--- src/rtl/dual_bus_arbiter.sv ---
// Round-robin arbiter and bus mux that shares one memory port between two cores, with per-core lock and a contention counter.
// Optional: define ARB_TIMEOUT_EN to add a MAX_TENURE limit that preempts an unlocked holder.
module dual_bus_arbiter #(
    parameter int WIDTH   = 8,
    parameter int CNTBITS = 8
`ifdef ARB_TIMEOUT_EN
    ,
    parameter int MAX_TENURE = 16
`endif
) (
    input  logic               clk,
    input  logic               reset,
    input  logic [1:0]         request,
    input  logic [1:0]         lock,
    input  logic [WIDTH-1:0]   adr0,
    input  logic [WIDTH-1:0]   adr1,
    input  logic [WIDTH-1:0]   writedata0,
    input  logic [WIDTH-1:0]   writedata1,
    input  logic               memwrite0,
    input  logic               memwrite1,
    output logic [1:0]         grant,
    output logic [WIDTH-1:0]   adr,
    output logic [WIDTH-1:0]   writedata,
    output logic               memwrite,
    output logic               owner,
    output logic [CNTBITS-1:0] contention
);

    // state | meaning
    // IDLE  | bus free, grant=00
    // GNT0  | core 0 owns the bus
    // GNT1  | core 1 owns the bus
    typedef enum logic [1:0] {IDLE = 2'd0, GNT0 = 2'd1, GNT1 = 2'd2} state_t;

    state_t state_q, state_d;
    logic   preempt0, preempt1;

`ifdef ARB_TIMEOUT_EN
    localparam int TW = $clog2(MAX_TENURE + 1);
    logic [TW-1:0] tenure_q;

    // Release is forced on the cycle that completes MAX_TENURE contended cycles.
    assign preempt0 = (state_q == GNT0) && request[1] && !lock[0] &&
                      (tenure_q == TW'(MAX_TENURE - 1));
    assign preempt1 = (state_q == GNT1) && request[0] && !lock[1] &&
                      (tenure_q == TW'(MAX_TENURE - 1));

    always_ff @(posedge clk) begin
        if (reset || state_d != state_q) begin
            tenure_q <= '0;
        end else if ((state_q == GNT0 && request[1]) || (state_q == GNT1 && request[0])) begin
            tenure_q <= tenure_q + 1'b1;
        end
    end
`else
    assign preempt0 = 1'b0;
    assign preempt1 = 1'b0;
`endif

    always_comb begin
        state_d = state_q;
        case (state_q)
            IDLE: begin
                case (request)
                    2'b01:   state_d = GNT0;
                    2'b10:   state_d = GNT1;
                    2'b11:   state_d = owner ? GNT0 : GNT1;
                    default: state_d = IDLE;
                endcase
            end
            GNT0: begin
                if (preempt0)                   state_d = IDLE;
                else if (request[0] || lock[0]) state_d = GNT0;
                else if (request[1])            state_d = GNT1;
                else                            state_d = IDLE;
            end
            GNT1: begin
                if (preempt1)                   state_d = IDLE;
                else if (request[1] || lock[1]) state_d = GNT1;
                else if (request[0])            state_d = GNT0;
                else                            state_d = IDLE;
            end
            default: state_d = IDLE;
        endcase
    end

    always_ff @(posedge clk) begin
        if (reset) begin
            state_q    <= IDLE;
            owner      <= 1'b1;
            contention <= '0;
        end else begin
            state_q <= state_d;
            if (state_d == GNT0)      owner <= 1'b0;
            else if (state_d == GNT1) owner <= 1'b1;
            if (request == 2'b11 && contention != {CNTBITS{1'b1}})
                contention <= contention + 1'b1;
        end
    end

    always_comb begin
        grant     = 2'b00;
        adr       = '0;
        writedata = '0;
        memwrite  = 1'b0;
        case (state_q)
            GNT0: begin
                grant     = 2'b01;
                adr       = adr0;
                writedata = writedata0;
                memwrite  = memwrite0;
            end
            GNT1: begin
                grant     = 2'b10;
                adr       = adr1;
                writedata = writedata1;
                memwrite  = memwrite1;
            end
            default: ;
        endcase
    end

endmodule
--- config.mk ---
export PLATFORM = sky130hd
export DESIGN_NAME = dual_bus_arbiter
export DESIGN_NICKNAME = d
export VERILOG_FILES = /design/src/rtl/dual_bus_arbiter.sv
export SDC_FILE = /design/constraint.sdc
export NUM_CORES = 1
export LEC_CHECK = 0
export BUFFER_PORTS_ARGS = -buffer_cell sky130_fd_sc_hd__buf_2
export CELL_PAD_IN_SITES_DETAIL_PLACEMENT = 0
export CELL_PAD_IN_SITES_GLOBAL_PLACEMENT = 1
export CORE_MARGIN = 2
export CORE_UTILIZATION = 30
export CTS_CLUSTER_SIZE = 25
export DETAILED_ROUTE_END_ITERATION = 7
export GPL_ROUTABILITY_DRIVEN = 0
export PLACE_DENSITY_LB_ADDON = 0.08
export SYNTH_ARGS = -nofsm -noshare
export SYNTH_HDL_FRONTEND = slang
export SYNTH_SLANG_ARGS = --single-unit
--- constraint.sdc ---
create_clock -name clk -period 5.3 [get_ports clk]
set_input_delay 0.265 -clock clk [delete_from_list [all_inputs] [get_ports clk]]
set_output_delay 0.265 -clock clk [all_outputs]
set_load 0.01 [all_outputs]
== Word-level counts from Yosys, hierarchy flattened ==
Cells that the tools add are included.
Storage, ports and cells
  register bits: 11
  input port bits: 40
  output and inout port bits: 28
  logic and storage cells: 30
Cells by class
  add/subtract/negate cells: 1
  equal/unequal tests: 8
  mux-type cells: 13
  reductions and logical operators: 5
Operator list (number)
  8-bit case mux with 2 select lines: 2
  2-bit case mux with 3 select lines: 2
  8-bit by 1-bit adder with 8-bit output (second input constant): 1
  2-bit == test (second input constant): 4
  2-bit two-way mux: 4
  8-bit inequality test (second input constant): 1
  2-bit by 1-bit == test with 1-bit output (second input constant): 3
  2-bit case mux with 2 select lines: 1
  1-bit two-way mux: 3
  2-bit zero test: 1
  1-bit logical OR: 2
  1-bit case mux with 2 select lines: 1
  2-bit nonzero test: 1
  1-bit logical AND: 1

== Logic depth before layout (Yosys ltp) ==
  depth in word-level cells: 6
  gate-level depth with buffers: 10
  mapped depth without buffers: 9

== Worst setup path after synthesis ==
No wires, ideal clock.
  path type: register to register
  start point: register state_q[0]
  end point: register owner
  setup time: 117 ps
  arrival: 1698 ps
  required time: 5183 ps
  slack: 3485 ps
  stages on the path, launching flop included: 9
  buffers on the path: 1
  clock period less this slack: 1815 ps
  cell sequence: dfxtp_1 > inv_1 > ha_1 > buf_2 > o21ai_0 > or3_1 > ha_1 > mux2i_1 > nand2b_1
Between the ends
  cells in the longest elaborated chain, start to end: 4
  elaborated cells between the ends (all ways): 8
  those cells by class: 4 x eq/ne; 2 x mux; 2 x reduce/logical
Ends and longest elaborated chain
  start, declared: RTL line 35  | state_t state_q, state_d;
  start signal, assigned: RTL line 93  | state_q <= state_d;
  2-bit == test (tied with other cells): RTL line 62  | case (state_q)
  2-bit case mux with 3 select lines (*): RTL line 62
  2-bit by 1-bit == test with 1-bit output or 2-bit == test (tied branches): RTL line 94, 95
  1-bit two-way mux or 2-bit nonzero test (tied branches)
  end signal, assigned: RTL line 90  | owner <= 1'b1;
  end signal, assigned: RTL line 94  | if (state_d == GNT0) owner <= 1'b0;
  end signal, assigned: RTL line 95  | else if (state_d == GNT1) owner <= 1'b1;
  end, declared: RTL line 25  | output logic owner,
Mark *: on every way between the ends. The rest lies on a longest branch, timed or not.
A chain may end at the register's enable or synchronous reset.

== Final worst setup path ==
Ends and elaborated chain as after synthesis.

==> results.txt <==
adder-cell share of the synthesized area: 0.0903
Leak: 0.631 nW
crit start category: flop
P per Cell Area: 192 nW/um^2
met3 routed WL: 155 um
Synth Instances: 114
highest clock rate: 421 MHz
Synth Register Bits: 11
fin crit share: 0.448
Routed Antenna Nets: 0
CTS Buf Count: 3
flop-to-flop setup slack: 2930 ps
DR pass1 iterations: 4
Nets: 224
worst r2r src: state_q[0]
final hold vios: 0
die width: 60.9 um
Area Overhead vs Synth: 37.7%
Critical Path End Type: flop
crit-path max FO: 21
Ys Warns: 0
Yosys cell types: 36
total track usage: 0.160
routed wire length: 2860 um
Synth Area in Compound Gates: 0.297
clock slew at reported path FFs: 70 ps
CP arrival: 2540 ps
wire length on met1: 1310 um
crit path time final: 2370 ps
status: completed
DP Wirelength: 2190 um
Seq. cell area: 220 um^2
switching share of power: 0.343
relative slew slack: 0.530
first-pass GRT wire length: 4460 um
TNS Setup: 0 ps
post-CTS sizing: 0
WL met2: 1380 um
syn nets: 161
sequential fraction of the synthesis area: 0.227
Gate power share: 0.413
Post-CTS Setup Bufs: 0
Iter 0 DRT Violations: 26
Reg2Reg Depth: 8
Clock Skew: 4.27 ps
Top Layer Used: met4
# DRC: 0
Slew Limit Fails: 0
slew at the pin closest to its max-slew limit: 705 ps
internal power: 168 uW
Hold EP: contention[3]
area of the mapped netlist: 970 um^2
WL per Instance: 13.0 um
Die H: 60.9 um
CTS tree: built
hold depth: 2
# port buffers: 67
Util after Layout: 0.437
endpoints failing setup: 0
clk sink count: 11
WP data required: 5470 ps
row count: 20
Clk Latency, worst-skew pair: 270 ps
CP Launch Point: state_q[0]
initial antenna violation count: 0
grt total ovfl: 0
H-Tree Depth: 1
switching power: 87.8 uW
Peak VDD IR: 0.114 mV
multi-input logic area: 687 um^2
Clock Power Share: 0.231
DR vias: 1050
Via density: 4.77
ANT cells: 0
vias in the first global route: 963
Overall Power: 256 uW
number of max-cap violations: 0
Mean Syn Cell Area: 8.51 um^2
clk root buf: clkbuf_4
CTS Buffer Depth: 2
FF-to-FF End: owner
ratio of cells with drive above 1 in the final layout: 0.432
simple-gate share of the synthesized area: 0.274
filler cell count: 337
Die ar.: 3700 um^2
mux contribution to synthesized area: 0.0477
pin count of the biggest net entering global routing: 22
RSZ-0062 raised after global routing: false
largest family of logic cells by synthesized area: compound AO/OA/AOI/OAI gates
top-level port count: 68
cts hold-fix bufs: 0
critical path class: reg -> reg
Core Area: 3050 um^2
Hold Path Class: in -> reg
hold path start: reset
XOR/XNOR Fraction of Synth Area: 0
Initial Util: 0.318
part of the power in registers: 0.357
sequential cells by signal, indices dropped and copies added (netlist names):
name and count:
contention 8, owner 1, state_q 2
layer usage:
| metal | vias up | track usage |
|---|---|---|
| li1 | 550 | - |
| met1 | 458 | 0.222 |
| met2 | 40 | 0.250 |
| met3 | 2 | 0.0469 |
| met4 | 0 | 0.0280 |
| met5 | - | 0 |
power groups by stage:
| stage | combinational, mW | sequential (mW) | clock, mW |
|---|---|---|---|
| after global placement | 0.104 | 0.0929 | 0 |
| after global routing | 0.119 | 0.0923 | 0.0677 |
| after CTS | 0.107 | 0.0915 | 0.0616 |
| after detailed placement | 0.106 | 0.0933 | 0 |
| final | 0.106 | 0.0914 | 0.0591 |
| after floorplan | 0.0687 | 0.0936 | 0 |
critical path, cell delays in order, from the launching register on:
cell	delay [ps]
dfxtp_1	330
inv_1	100
ha_1	620
a21o_1	200
o21ai_0	90
or3_1	390
ha_1	290
mux2i_1	180
nand2b_1	60
cell type report:
class / count / share of cell area
Timing Repair Buffer: 67 / 0.251
Tap cell: 44 / 0.0412
Sequential cell: 11 / 0.165
Multi-Input combinational cell: 91 / 0.515
Clock buffer: 4 / 0.0197
Inverter: 3 / 0.00843
per-stage QoR:
stage / std cells / area, um^2 / worst slack [ps] / hold slack (ps)
4_1_cts: 220 / 1340 / 2900 / 331
3_3_place_gp: 216 / 1310 / 3000 / 504
6_report: 220 / 1340 / 2930 / 347
5_1_grt: 220 / 1340 / 2720 / 346
2_1_floorplan: 114 / 970 / 3480 / 445
3_5_place_dp: 216 / 1310 / 2920 / 517
cell usage after synthesis:
library cell | number | area (um^2)
mux2_4 | 1 | 15.0
a41oi_2 | 1 | 16.3
o21bai_1 | 1 | 7.51
and2_1 | 2 | 12.5
buf_2 | 5 | 25.0
nor2b_1 | 20 | 125
and4b_1 | 2 | 20.0
clkbuf_1 | 2 | 7.51
dfxtp_1 | 11 | 220
a211oi_2 | 1 | 12.5
a31oi_4 | 1 | 21.3
nor4_1 | 1 | 6.26
or3_1 | 1 | 6.26
a21oi_1 | 3 | 15.0
a21o_1 | 1 | 7.51
a22oi_1 | 17 | 128
mux2_2 | 1 | 11.3
nand3_1 | 1 | 5.00
nand2b_1 | 3 | 18.8
and3_1 | 2 | 12.5
nand4_1 | 1 | 6.26
a211oi_1 | 3 | 22.5
ha_1 | 7 | 87.6
and4_1 | 2 | 17.5
a311oi_1 | 2 | 17.5
nand2_1 | 5 | 18.8
a31oi_1 | 2 | 12.5
mux2i_1 | 2 | 20.0
nor2_1 | 3 | 11.3
o21ai_0 | 2 | 10.0
buf_4 | 1 | 7.51
buf_6 | 1 | 11.3
o211ai_1 | 1 | 7.51
inv_1 | 3 | 11.3
nor3_1 | 1 | 5.00
a21bo_2 | 1 | 10.0
cell usage in the layout (no fill, tap or decap), drive strengths merged:
master and count:
nor4 1, a211oi 4, ha 7, buf 67, a31oi 3, mux2i 2, nand2 5, nor3 1
or3 1, o21ai 2, nand2b 3, nand3 1, a21o 1, a311oi 2, and3 2, and4b 2
a21oi 3, inv 3, a22oi 17, and4 2, nor2b 20, a21bo 1, nand4 1, and2 2
clkbuf 4, mux2 2, dfxtp 11, nor2 3, o211ai 1, a41oi 1, o21bai 1
how the worst max path moves through the flow:
stage            end  slack, ps  cells past startpoint
6_report       owner       2930                      8
3_3_place_gp   owner       3000                      8
5_1_grt        owner       2720                      8
2_1_floorplan  owner       3480                      8
3_5_place_dp   owner       2920                      8
4_1_cts        owner       2900                      8
cells by family after synthesis:
| group | after synthesis |
|---|---|
| multiplexers | 4 |
| adder cells (fa/ha/maj) | 7 |
| AND/OR/NAND/NOR | 44 |
| flip-flops | 11 |
| AO/OA/AOI/OAI | 36 |
| buffers and inverters | 12 |
Note: power is estimated with default switching activity, not from simulation.
